===== src/rtl/mem_arb_pkg.sv =====
// Shared definitions for the memory arbiter: the sequencer state encoding,
// the owner encoding used by grantData and the round-robin pointer, and the
// default memory geometry.
package mem_arb_pkg;

   localparam int ADDR_WIDTH_DEF = 11;
   localparam int DATA_WIDTH_DEF = 16;
   localparam int MEM_DEPTH_DEF  = 64;

   // Owner of an access; also the value carried on grantData.
   localparam logic OWNER_FETCH = 1'b0;
   localparam logic OWNER_DATA  = 1'b1;

   // One access walks IDLE -> ISSUE -> CAPTURE -> IDLE.
   typedef enum logic [1:0] {
      IDLE    = 2'd0,
      ISSUE   = 2'd1,
      CAPTURE = 2'd2
   } arb_state_e;

endpackage : mem_arb_pkg


===== src/rtl/mem_arb_select.sv =====
// Winner selection for the memory arbiter.
// Tie policy is chosen by MEM_ARB_ROUND_ROBIN_EN:
//   defined   - ties go to the port not served most recently; a 1-bit
//               last-grant register is updated on every CAPTURE and resets
//               to "fetch served last", so the first tie goes to data.
//   undefined - fixed priority, the data port always wins ties.
// A single active request always wins regardless of the policy.
module mem_arb_select
   import mem_arb_pkg::*;
(
   input  logic clock,
   input  logic resetN,
   input  logic fetch_req,
   input  logic data_req,
   input  logic update_en,     // high during CAPTURE of an access
   input  logic served_owner,  // owner of the access being completed
   output logic winner         // owner of the next access, valid when a req is high
);

`ifdef MEM_ARB_ROUND_ROBIN_EN

   logic last_grant_q;
   logic last_grant_d;

   // Remember which port completed the most recent access.
   always_comb begin
      // NOTE: every signal written in always_comb gets a default first, so no path can infer a latch.
      last_grant_d = last_grant_q;
      if (update_en) begin
         last_grant_d = served_owner;
      end
   end

   // Last-grant register; reset means fetch was served last.
   always_ff @(posedge clock) begin
      // NOTE: reset is synchronous here: it is only seen at a rising edge, like any other input.
      if (!resetN) begin
         // NOTE: sequential state is assigned with <= so every flop samples pre-edge values.
         last_grant_q <= OWNER_FETCH;
      end else begin
         last_grant_q <= last_grant_d;
      end
   end

   // Single request wins; a tie goes to the port that did not go last.
   always_comb begin
      winner = OWNER_FETCH;
      if (fetch_req && data_req) begin
         winner = (last_grant_q == OWNER_FETCH) ? OWNER_DATA : OWNER_FETCH;
      end else if (data_req) begin
         winner = OWNER_DATA;
      end
   end

`else

   // Fixed priority keeps no history; these inputs only matter for round robin.
   logic unused_rr_inputs;
   assign unused_rr_inputs = ^{clock, resetN, update_en, served_owner, fetch_req};

   // Data port wins whenever it asks.
   always_comb begin
      winner = OWNER_FETCH;
      if (data_req) begin
         winner = OWNER_DATA;
      end
   end

`endif

endmodule : mem_arb_select


===== src/rtl/memory_arbiter.sv =====
// Shares a single-port, synchronous-read memory between the instruction
// fetch port and the load/store port. Each access takes three cycles:
// IDLE picks a winner and latches its request, ISSUE drives one strobe
// cycle, CAPTURE returns the ack (and read data, since the memory output is
// registered). Out-of-range addresses suppress the strobe and raise
// addrError with the ack; reads of them return 0.
// Tie policy comes from mem_arb_select (macro MEM_ARB_ROUND_ROBIN_EN).
module memory_arbiter
   import mem_arb_pkg::*;
#(
   parameter int ADDR_WIDTH = ADDR_WIDTH_DEF,
   parameter int DATA_WIDTH = DATA_WIDTH_DEF,
   parameter int MEM_DEPTH  = MEM_DEPTH_DEF
) (
   input  logic                  clock,
   input  logic                  resetN,
   // instruction fetch port
   input  logic                  fetchReq,
   input  logic [ADDR_WIDTH-1:0] fetchAddr,
   output logic                  fetchAck,
   output logic [DATA_WIDTH-1:0] fetchData,
   // load/store port
   input  logic                  dataReq,
   input  logic                  dataWrite,
   input  logic [ADDR_WIDTH-1:0] dataAddr,
   input  logic [DATA_WIDTH-1:0] dataWdata,
   output logic                  dataAck,
   output logic [DATA_WIDTH-1:0] dataRdata,
   // memory side
   output logic [ADDR_WIDTH-1:0] memAddress,
   output logic [DATA_WIDTH-1:0] memDataIn,
   output logic                  memRead,
   output logic                  memWrite,
   input  logic [DATA_WIDTH-1:0] memDataOut,
   // status
   output logic                  busy,
   output logic                  grantData,
   output logic                  addrError
);

   // One extra bit so MEM_DEPTH equal to 2**ADDR_WIDTH still compares correctly.
   localparam logic [ADDR_WIDTH:0] DEPTH_LIMIT = (ADDR_WIDTH + 1)'(MEM_DEPTH);

   arb_state_e            state_q, state_d;
   logic [ADDR_WIDTH-1:0] addr_q, addr_d;
   logic [DATA_WIDTH-1:0] wdata_q, wdata_d;
   logic                  write_q, write_d;
   logic                  grant_q, grant_d;
   logic [DATA_WIDTH-1:0] fetch_data_q, fetch_data_d;
   logic [DATA_WIDTH-1:0] data_rdata_q, data_rdata_d;

   logic                  winner;
   logic                  any_req;
   logic                  out_of_range;
   logic                  capture_read;
   logic [DATA_WIDTH-1:0] read_word;

   assign any_req      = fetchReq | dataReq;
   assign out_of_range = {1'b0, addr_q} >= DEPTH_LIMIT;
   assign capture_read = (state_q == CAPTURE) && !write_q;
   assign read_word    = out_of_range ? '0 : memDataOut;

   mem_arb_select u_select (
      .clock        (clock),
      .resetN       (resetN),
      .fetch_req    (fetchReq),
      .data_req     (dataReq),
      .update_en    (state_q == CAPTURE),
      .served_owner (grant_q),
      .winner       (winner)
   );

   // Sequencer next state: latch the winner in IDLE, load read data in CAPTURE.
   always_comb begin
      state_d      = state_q;
      addr_d       = addr_q;
      wdata_d      = wdata_q;
      write_d      = write_q;
      grant_d      = grant_q;
      fetch_data_d = fetch_data_q;
      data_rdata_d = data_rdata_q;

      unique case (state_q)
         IDLE: begin
            if (any_req) begin
               grant_d = winner;
               if (winner == OWNER_DATA) begin
                  addr_d  = dataAddr;
                  wdata_d = dataWdata;
                  write_d = dataWrite;
               end else begin
                  addr_d  = fetchAddr;
                  write_d = 1'b0;
               end
               state_d = ISSUE;
            end
         end
         ISSUE: begin
            state_d = CAPTURE;
         end
         CAPTURE: begin
            if (capture_read) begin
               if (grant_q == OWNER_DATA) begin
                  data_rdata_d = read_word;
               end else begin
                  fetch_data_d = read_word;
               end
            end
            state_d = IDLE;
         end
         default: begin
            state_d = IDLE;
         end
      endcase
   end

   // Sequencer registers; reset abandons any access in flight without an ack.
   always_ff @(posedge clock) begin
      if (!resetN) begin
         state_q      <= IDLE;
         addr_q       <= '0;
         wdata_q      <= '0;
         write_q      <= 1'b0;
         grant_q      <= OWNER_FETCH;
         fetch_data_q <= '0;
         data_rdata_q <= '0;
      end else begin
         state_q      <= state_d;
         addr_q       <= addr_d;
         wdata_q      <= wdata_d;
         write_q      <= write_d;
         grant_q      <= grant_d;
         fetch_data_q <= fetch_data_d;
         data_rdata_q <= data_rdata_d;
      end
   end

   // Strobes only in ISSUE for in-range addresses; acks and addrError only in CAPTURE.
   always_comb begin
      memRead   = 1'b0;
      memWrite  = 1'b0;
      fetchAck  = 1'b0;
      dataAck   = 1'b0;
      addrError = 1'b0;
      if ((state_q == ISSUE) && !out_of_range) begin
         memRead  = !write_q;
         memWrite = write_q;
      end
      if (state_q == CAPTURE) begin
         fetchAck  = (grant_q == OWNER_FETCH);
         dataAck   = (grant_q == OWNER_DATA);
         addrError = out_of_range;
      end
   end

   // Read data is visible in the ack cycle and then held until the next read.
   assign fetchData  = fetch_data_d;
   assign dataRdata  = data_rdata_d;
   assign memAddress = addr_q;
   assign memDataIn  = wdata_q;
   assign busy       = (state_q != IDLE);
   assign grantData  = grant_q;

endmodule : memory_arbiter


===== config.mk =====
export PLATFORM = sky130hd
export DESIGN_NAME = memory_arbiter
export DESIGN_NICKNAME = d
export VERILOG_FILES = /design/src/rtl/mem_arb_pkg.sv /design/src/rtl/mem_arb_select.sv /design/src/rtl/memory_arbiter.sv
export SDC_FILE = /design/constraint.sdc
export NUM_CORES = 1
export LEC_CHECK = 0
export CAP_MARGIN = 20
export CORE_UTILIZATION = 25
export DETAILED_ROUTE_END_ITERATION = 10
export PLACE_DENSITY = 0.5
export SYNTH_ARGS = -nofsm -noshare
export SYNTH_HDL_FRONTEND = slang
export SYNTH_SLANG_ARGS = --single-unit

===== constraint.sdc =====
create_clock -name clock -period 1.61 [get_ports clock]
set_clock_uncertainty 0.2 [all_clocks]
set_input_delay 0.161 -clock clock [delete_from_list [all_inputs] [get_ports clock]]
set_output_delay 0.161 -clock clock [all_outputs]
set_load 0.005 [all_outputs]

==> results of run 1 <==
==> cells by family (layout without fill, tap and decap cells) <==
logic type / Yosys count / count (layout) / share of synthesized area, %
AND/OR/NAND/NOR: 192 / 192 / 29.3
AO/OA/AOI/OAI: 95 / 95 / 18.8
flip-flops: 63 / 63 / 41.0
buffers and inverters: 44 / 234 / 7.32
multiplexers: 11 / 11 / 3.58
==> final cells by class <==
type / count / area share (%)
inverters: 2 / 0.257
well taps: 147 / 3.15
clock buffers: 11 / 4.33
multi-input cells: 298 / 32.4
flip-flops and latches: 63 / 21.8
repair buffers: 216 / 36.7
clock inverters: 5 / 1.37
==> layer usage <==
metal | global-route usage [%] | routed length (um) | vias up
met2 | 27.7 | 5320 | 95
met4 | 5.35 | 272 | 0
met3 | 3.11 | 665 | 20
met5 | 0 | 0 | -
met1 | 24.1 | 5200 | 1720
li1 | - | - | 1786
==> state kept, by name (all words and copies together) (netlist names) <==
register and flops:
write_q 1, memDataIn 16, state_q 2, fetch_data_q 16, memAddress 11, data_rdata_q 16
grantData 1
==> critical path, stage by stage (launching register included) <==
cell and delay (ns):
sky130_fd_sc_hd__dfxtp_2 0.33, sky130_fd_sc_hd__buf_6 0.11, sky130_fd_sc_hd__or4b_4 0.58, sky130_fd_sc_hd__buf_12 0.18, sky130_fd_sc_hd__nand2_1 0.07, sky130_fd_sc_hd__o21ai_1 0.07
sky130_fd_sc_hd__buf_2 0.13
==> what timing repair did <==
action	CTS	global route
gates resized for setup	233	93
setup endpoints to repair	64	83
buffers inserted	20	11
hold endpoints to repair	0	0
pin swaps	21	35
gates cloned	5	5
==> path summary, 6_finish.rpt <==
check                            start                          end  slack [ns]  cells past startpoint
min                             resetN   memAddress[7]$_SDFFE_PN0P_        0.18                      3
min reg2reg  memDataIn[6]$_SDFFE_PN0P_    memDataIn[6]$_SDFFE_PN0P_        0.25                      2
max reg2reg       write_q$_SDFFE_PN0P_  fetch_data_q[11]$_SDFF_PN0_       -0.39                      8
max               write_q$_SDFFE_PN0P_                 fetchData[8]       -0.55                      6
==> power by group <==
group | total [mW] | internal [mW] | switching, mW
Clock | 2.15 | 1.44 | 0.715
Sequential | 1.68 | 1.64 | 0.0485
Combinational | 1.25 | 0.706 | 0.544
Total | 5.09 | 3.78 | 1.31
==> cell usage in the layout, fill, tap and decap left out, types with 2 or more instances in the layout <==
master                            count
sky130_fd_sc_hd__clkbuf_16           14
sky130_fd_sc_hd__clkbuf_8             2
sky130_fd_sc_hd__dfxtp_2              5
sky130_fd_sc_hd__clkdlybuf4s50_1     80
sky130_fd_sc_hd__nand3_2              9
sky130_fd_sc_hd__nand2_4              6
sky130_fd_sc_hd__dfxtp_1             56
sky130_fd_sc_hd__buf_8                5
sky130_fd_sc_hd__o211a_1             11
sky130_fd_sc_hd__dlygate4sd2_1        5
sky130_fd_sc_hd__buf_16               2
sky130_fd_sc_hd__nor2_1               2
sky130_fd_sc_hd__nand2_1             65
sky130_fd_sc_hd__nor2_4               2
sky130_fd_sc_hd__a21boi_1            11
sky130_fd_sc_hd__mux2i_1             11
sky130_fd_sc_hd__buf_4               44
sky130_fd_sc_hd__nand2_2             27
sky130_fd_sc_hd__o21ai_0              6
sky130_fd_sc_hd__nand3_1             66
sky130_fd_sc_hd__o21ai_2             13
sky130_fd_sc_hd__a21boi_0             6
sky130_fd_sc_hd__o21ai_1             46
sky130_fd_sc_hd__buf_12               9
sky130_fd_sc_hd__buf_2               37
sky130_fd_sc_hd__bufinv_16            2
sky130_fd_sc_hd__dfxtp_4              2
sky130_fd_sc_hd__nor4b_4              2
sky130_fd_sc_hd__clkinvlp_4           2
sky130_fd_sc_hd__and3_4               2
sky130_fd_sc_hd__buf_6               28
==> metrics by stage <==
step	cells	TNS [ns]	utilization, %	cell area (um^2)
after floorplan	405	-0.263	-	3080
after detailed placement	690	-21.92	39.8	4780
after global placement	690	-21.16	39.8	4780
after global routing	742	-24.28	48.6	5840
after CTS	729	-16.71	45.1	5410
final	742	-20.62	48.6	5840
==> impl_summary.log, run 1 <==
[metrics] buffer type at the clock tree root: sky130_fd_sc_hd__clkbuf_16
[metrics] first-iteration detailed-routing DRC count: 185
[metrics] Post-route DRC: 0
[metrics] combined flip-flop and latch cell area: 1270 um^2
[metrics] top achievable clock speed: approximately 0.46 GHz
[metrics] clock transition time at the flip-flop clock pins of the worst setup and hold paths: about 0.060 ns
[metrics] number of synthesized flops with an enable pin: 0
[metrics] starting density of the core: approximately a quarter
[metrics] Buffers on Ports: 124
[metrics] via count of the first global-routing pass: around 3,500
[metrics] kind of start point of the critical path: register
[metrics] register area share after synthesis: approximately 41%
[metrics] relative max-transition margin: roughly 74%
[metrics] CTS sink cnt: 63
[metrics] post-synthesis register bit count: between 60 and 70
[metrics] clock buffer depth: 2
[metrics] kind of path behind the tightest hold check: input pin to register
[metrics] ratio of total power to cell area: between 800 and 900 nW/um^2
[metrics] TritonCTS clock tree: yes
[metrics] x dimension of the die: about 110 um
[metrics] final hold slack: about 0.18 ns
[metrics] Design Power: a little over 5 mW
[metrics] Most used DFF post-synth: sky130_fd_sc_hd__dfxtp_1
[metrics] Fillers: about 1,200
[metrics] share of synthesized registers carrying an async set or reset: 0%
[metrics] Synth Instances: roughly 410
[metrics] share of final-layout standard cells stronger than drive strength 1: between 30% and 40%
[metrics] number of distinct library cell variants in the gate-level netlist after synthesis: 30
[metrics] unrepaired setup endpoints after global routing: yes
[metrics] clock network latency to the later pin of the worst-skew pair: between 0.3 and 0.4 ns
[metrics] floorplan row count: 40
[metrics] total routing resource utilization after global routing: between 10% and 20%
[metrics] maximum vdd ir drop: 0.569 mV
[metrics] kind of end point of the critical path: primary output
[metrics] Critical Path AT: 1.80 ns
[metrics] Top Ports: ~130
[metrics] initial antenna violation count: 0
[metrics] number of hold violations in the final report: 0
[metrics] number of warnings issued by yosys: 0
[metrics] top cell type by total area after synthesis: sky130_fd_sc_hd__dfxtp_1
[metrics] violations in the final reports: negative setup slack
[metrics] Area Overhead vs Synth: 89.8%
[metrics] mean routed wirelength per cell: between 15 and 20 um
[metrics] number of search-and-repair iterations in the first detailed-routing pass: 4
[metrics] run status: finished with violations
[metrics] synth top area cells: sky130_fd_sc_hd__dfxtp_1, sky130_fd_sc_hd__nand3_1, sky130_fd_sc_hd__nand2_1
[metrics] NumNets Final: approximately 650
[metrics] Max-cap violations: 0
[metrics] area of the mapped netlist: 3080 um^2
[metrics] hold-fix buffers at CTS: 0
[metrics] leakage power summed over all cells: around 2.4 nW
[metrics] via-per-instance ratio: approximately 5
[metrics] Worst Setup Slack post-DPL: -0.500 ns
[metrics] number of buffers created by CTS: 9
[metrics] Worst Setup Slack, final: -0.553 ns
[metrics] HPWL after detailed placement: a little over 7000 um
[metrics] maximum number of pins on one net before global-route repair: 96
[metrics] detailed-route wire length: roughly 11,000 um
[metrics] number of vias after detailed routing: between 3,000 and 4,000
[metrics] critical path data required time: about 1.3 ns
[metrics] final worst-path cycle share: 134%
[metrics] syn nets: 464
[metrics] time the final worst path needs with I/O delays and setup: around 2.2 ns
[metrics] Final Max Slew Viols: 0
[metrics] H-Tree Level Count: 3
[metrics] crit path kind: register to primary output
[metrics] core region area: about 12,000 um^2
[metrics] final setup violation count: 56
[metrics] maximum net fanout on the critical path: 8
[metrics] cell types with the highest counts after synthesis: sky130_fd_sc_hd__nand2_1, sky130_fd_sc_hd__nand3_1, sky130_fd_sc_hd__dfxtp_1
[metrics] measured slew at the worst slew-check pin: just under 0.4 ns
[metrics] first-pass GRT wire length: 17,700 um
[metrics] most used standard cell by instance count after synthesis: sky130_fd_sc_hd__nand2_1
[metrics] antenna-violating nets left: 0
[metrics] weighted congestion reported at the end of routability-driven placement: between 0.7 and 0.8
[metrics] multi-input gate area in the final layout: 1890 um^2
[metrics] DIE AREA: 12,800 um^2
[metrics] Yosys top cell area share: approximately 41%
[metrics] antenna diode count: 0
[metrics] die outline height: between 100 and 150 um
[metrics] Post-Synthesis Mean Instance Area: 7.60 um^2
[metrics] Remaining Overflow, GRT: 0
No activity file was read; power rests on OpenSTA's default activity.
==> run 2, diff against run 1 <==
--- a/config.mk
+++ b/config.mk
@@ -11,4 +11,5 @@
 export PLACE_DENSITY = 0.5
 export SYNTH_ARGS = -nofsm -noshare
 export SYNTH_HDL_FRONTEND = slang
+export SYNTH_HIERARCHICAL = 1
 export SYNTH_SLANG_ARGS = --single-unit
==> run 2 against run 1 <==
Non-clock buffer count rose by 29. Synthesized cell count unchanged. Critical endpoint is now fetchData[9]. Die area grew 0.67%. Largest power group unchanged. The run still ends with negative setup slack left. Fmax down 1.2%. Count of clock-buffer cells in the layout grew 3.
==> impl_summary.log, run 2 <==
[metrics] cell types with the highest counts after synthesis: sky130_fd_sc_hd__nand2_1, sky130_fd_sc_hd__nand3_1, sky130_fd_sc_hd__dfxtp_1
[metrics] top cell type by total area after synthesis: sky130_fd_sc_hd__dfxtp_1
[metrics] number of buffers created by CTS: 9 (unchanged)
[metrics] via-per-instance ratio: 4.67 (-4.2%)
[metrics] Worst Setup Slack post-DPL: -0.520 ns (-0.0197 ns)
[metrics] first-pass GRT wire length: 18,000 um (+1.7%)
[metrics] maximum number of pins on one net before global-route repair: 39 (-59%)
[metrics] Most used DFF post-synth: sky130_fd_sc_hd__dfxtp_1
[metrics] Worst Setup Slack, final: -0.580 ns (-0.0264 ns)
[metrics] antenna diode count: 0 (unchanged)
[metrics] kind of path behind the tightest hold check: input pin to register
[metrics] buffer type at the clock tree root: sky130_fd_sc_hd__clkbuf_16
[metrics] top achievable clock speed: 0.457 GHz (-1.2%)
[metrics] Area Overhead vs Synth: 99.8%
[metrics] destination of the worst register-to-register timing path: fetch_data_q[11]$_SDFF_PN0_
[metrics] detailed-route wire length: 12,000 um (+4.6%)
[metrics] number of synthesized flops with an enable pin: 0 (unchanged)
[metrics] ratio of total power to cell area: 830 nW/um^2 (-4.6%)
[metrics] x dimension of the die: 113 um (+0.34%)
[metrics] die outline height: 113 um (+0.34%)
[metrics] via count of the first global-routing pass: 3,597 (+4.2%)
[metrics] number of warnings issued by yosys: 6 (+6)
[metrics] hold-fix buffers at CTS: 0 (unchanged)
[metrics] Max-cap violations: 0 (unchanged)
[metrics] post-synthesis register bit count: 63 (unchanged)
[metrics] weighted congestion reported at the end of routability-driven placement: 0.797 (+6.2%)
[metrics] finished layout cell area: 6190 um^2 (+6.0%)
[metrics] kind of start point of the critical path: register
[metrics] Yosys top cell area share: 40.7% (-0.28 points)
[metrics] kind of end point of the critical path: primary output
[metrics] number of vias after detailed routing: 3,707 (+2.4%)
[metrics] R2R Setup Slk: -0.29 ns (+0.10 ns)
[metrics] Design Power: 5.14 mW (+1.1%)
[metrics] NumNets Final: 679 (+4.6%)
[metrics] time the final worst path needs with I/O delays and setup: 2.19 ns (+0.0264 ns)
[metrics] antenna-violating nets left: 0 (unchanged)
[metrics] leakage power summed over all cells: 2.60 nW (+7.5%)
[metrics] clock transition time at the flip-flop clock pins of the worst setup and hold paths: 0.05 ns (about the same)
[metrics] count of cells along the worst register-to-register path: 7 (-1)
[metrics] first-iteration detailed-routing DRC count: 189 (+2.2%)
[metrics] maximum net fanout on the critical path: 3 (-5)
[metrics] core region area: 12,100 um^2 (+0.42%)
[metrics] mean routed wirelength per cell: 15.1 um (-2.1%)
[metrics] HPWL after detailed placement: 7230 um (+0.94%)
[metrics] CTS sink cnt: 63 (unchanged)
[metrics] register area share after synthesis: 40.7% (-0.28 points)
[metrics] Critical Path AT: 1.83 ns (+0.03 ns)
[metrics] critical path data required time: 1.25 ns (about the same)
[metrics] TritonCTS clock tree: yes
[metrics] final worst-path cycle share: 136% (+1.6 points)
[metrics] final setup violation count: 80 (+43%)
[metrics] share of final-layout standard cells stronger than drive strength 1: 41.4% (+3.3 points)
[metrics] critical register-to-register path startpoint: state_q[0]$_SDFFE_PN0P_
[metrics] floorplan row count: 40 (unchanged)
[metrics] crit path kind: register to primary output
[metrics] highest-count cells in the layout ignoring fill and taps: sky130_fd_sc_hd__clkdlybuf4s50_1, sky130_fd_sc_hd__nand2_1, sky130_fd_sc_hd__nand3_1
[metrics] post-detailed-placement cell area: 4880 um^2 (+2.1%)
[metrics] utilization of the core after routing: 51.3% (+2.7 points)
[metrics] clock buffer depth: 2 (unchanged)
[metrics] DIE AREA: 12,800 um^2 (+0.67%)
[metrics] most frequent standard cell in the layout excluding fill and tap cells: sky130_fd_sc_hd__clkdlybuf4s50_1
[metrics] number of distinct library cell variants in the gate-level netlist after synthesis: 29 (-3.3%)
[metrics] measured slew at the worst slew-check pin: 0.303 ns (-0.0930 ns)
[metrics] Final Max Slew Viols: 0 (unchanged)
[metrics] share of synthesized registers carrying an async set or reset: 0% (unchanged)
[metrics] violations in the final reports: negative setup slack
[metrics] worst setup path startpoint: state_q[0]$_SDFFE_PN0P_
[metrics] most used standard cell by instance count after synthesis: sky130_fd_sc_hd__nand2_1
[metrics] total routing resource utilization after global routing: 17.7% (+0.29 points)
[metrics] maximum vdd ir drop: 0.657 mV (+15%)
[metrics] Remaining Overflow, GRT: 0 (unchanged)
[metrics] Buffers on Ports: 124 (unchanged)
[metrics] syn nets: 464 (unchanged)
[metrics] starting density of the core: 25.7% (+0.070 points)
[metrics] critical path capture point: fetchData[9]
[metrics] Post-route DRC: 0 (unchanged)
[metrics] initial antenna violation count: 0 (unchanged)
[metrics] number of hold violations in the final report: 0 (unchanged)
[metrics] number of search-and-repair iterations in the first detailed-routing pass: 4 (unchanged)
[metrics] final hold slack: 0.0148 ns (-0.165 ns)
[metrics] Top Ports: 125 (unchanged)
[metrics] Post-Synthesis Mean Instance Area: 7.65 um^2 (+0.69%)
[metrics] H-Tree Level Count: 3 (unchanged)
[metrics] clock network latency to the later pin of the worst-skew pair: 0.33 ns (about the same)
[metrics] area of the mapped netlist: 3100 um^2 (+0.69%)
[metrics] unrepaired setup endpoints after global routing: yes
[metrics] Synth Instances: 405 (unchanged)
[metrics] synth top area cells: sky130_fd_sc_hd__dfxtp_1, sky130_fd_sc_hd__nand3_1, sky130_fd_sc_hd__nand2_1
[metrics] run status: finished with violations
[metrics] relative max-transition margin: 79.8% (+6.1 points)
## run 2: cell families (layout without fill, tap and decap cells)
kind of cell	count (synthesis)	in the layout	synth area share, %
AOI/OAI and AO/OA	79	79	14.8
buffers and inverters	44	263	7.11
muxes	27	27	8.72
and+or+nand+nor	192	193	28.7
DFF	63	63	40.7
## run 2: final cells by class
cell class | instances | area (um^2)
Clock buffer | 14 | 274
Timing Repair Buffer | 245 | 2390
Inverter | 2 | 7.51
Tap cell | 168 | 210
Fill cell | 1138 | 5870
Clock inverter | 2 | 37.5
Sequential cell | 63 | 1280
Multi-Input combinational cell | 299 | 1990
## run 2: worst min path at each step
stage | cells past startpoint | slack [ns] | endpoint | from
floorplan | 2 | 0.10 | memDataIn[0]$_SDFFE_PN0P_ | dataWdata[0]
global placement | 2 | 0.24 | memDataIn[7]$_SDFFE_PN0P_ | memDataIn[7]$_SDFFE_PN0P_
detailed placement | 2 | 0.25 | memDataIn[4]$_SDFFE_PN0P_ | memDataIn[4]$_SDFFE_PN0P_
CTS | 3 | 0.004 | data_rdata_q[3]$_SDFF_PN0_ | resetN
global route | 3 | 0.02 | data_rdata_q[5]$_SDFF_PN0_ | resetN
finish | 3 | 0.01 | data_rdata_q[5]$_SDFF_PN0_ | resetN
## run 2: power breakdown
group          switching [mW]  internal, mW
Sequential             0.0527          1.64
Combinational           0.592         0.835
Clock                   0.700          1.33
Total                    1.34          3.80
## run 2: through the flow
step                      instances  TNS, ns
after global routing            793   -25.71
after CTS                       770   -19.41
after floorplan                 405        0
after detailed placement        719   -20.27
final                           793   -20.61
after global placement          719   -19.69
## run 2: worst max-delay path, cell delays in order, from the launching register on
cell and delay (ns):
sky130_fd_sc_hd__dfxtp_4 0.35, sky130_fd_sc_hd__buf_6 0.11, sky130_fd_sc_hd__nor4b_4 0.27, sky130_fd_sc_hd__buf_4 0.18, sky130_fd_sc_hd__clkbuf_16 0.13, sky130_fd_sc_hd__buf_6 0.09
sky130_fd_sc_hd__buf_6 0.08, sky130_fd_sc_hd__nand2_2 0.04, sky130_fd_sc_hd__o21ai_1 0.12, sky130_fd_sc_hd__buf_2 0.13
## run 2: timing repair
action | 4_1_cts | 5_1_grt
endpoints found under the setup margin | 78 | 99
pin swaps | 27 | 25
buffers inserted | 31 | 31
cloned | 6 | 4
resized for setup | 264 | 108
hold endpoints to repair | 0 | 0
## run 2: layer usage
| layer | share of wire (%) | global-route usage [%] | up-vias |
|---|---|---|---|
| li1 | - | - | 1829 |
| met1 | 41 | 20.6 | 1730 |
| met2 | 49 | 30.0 | 127 |
| met3 | 8.2 | 7.28 | 21 |
| met4 | 2.0 | 4.91 | 0 |
| met5 | 0 | 0 | - |
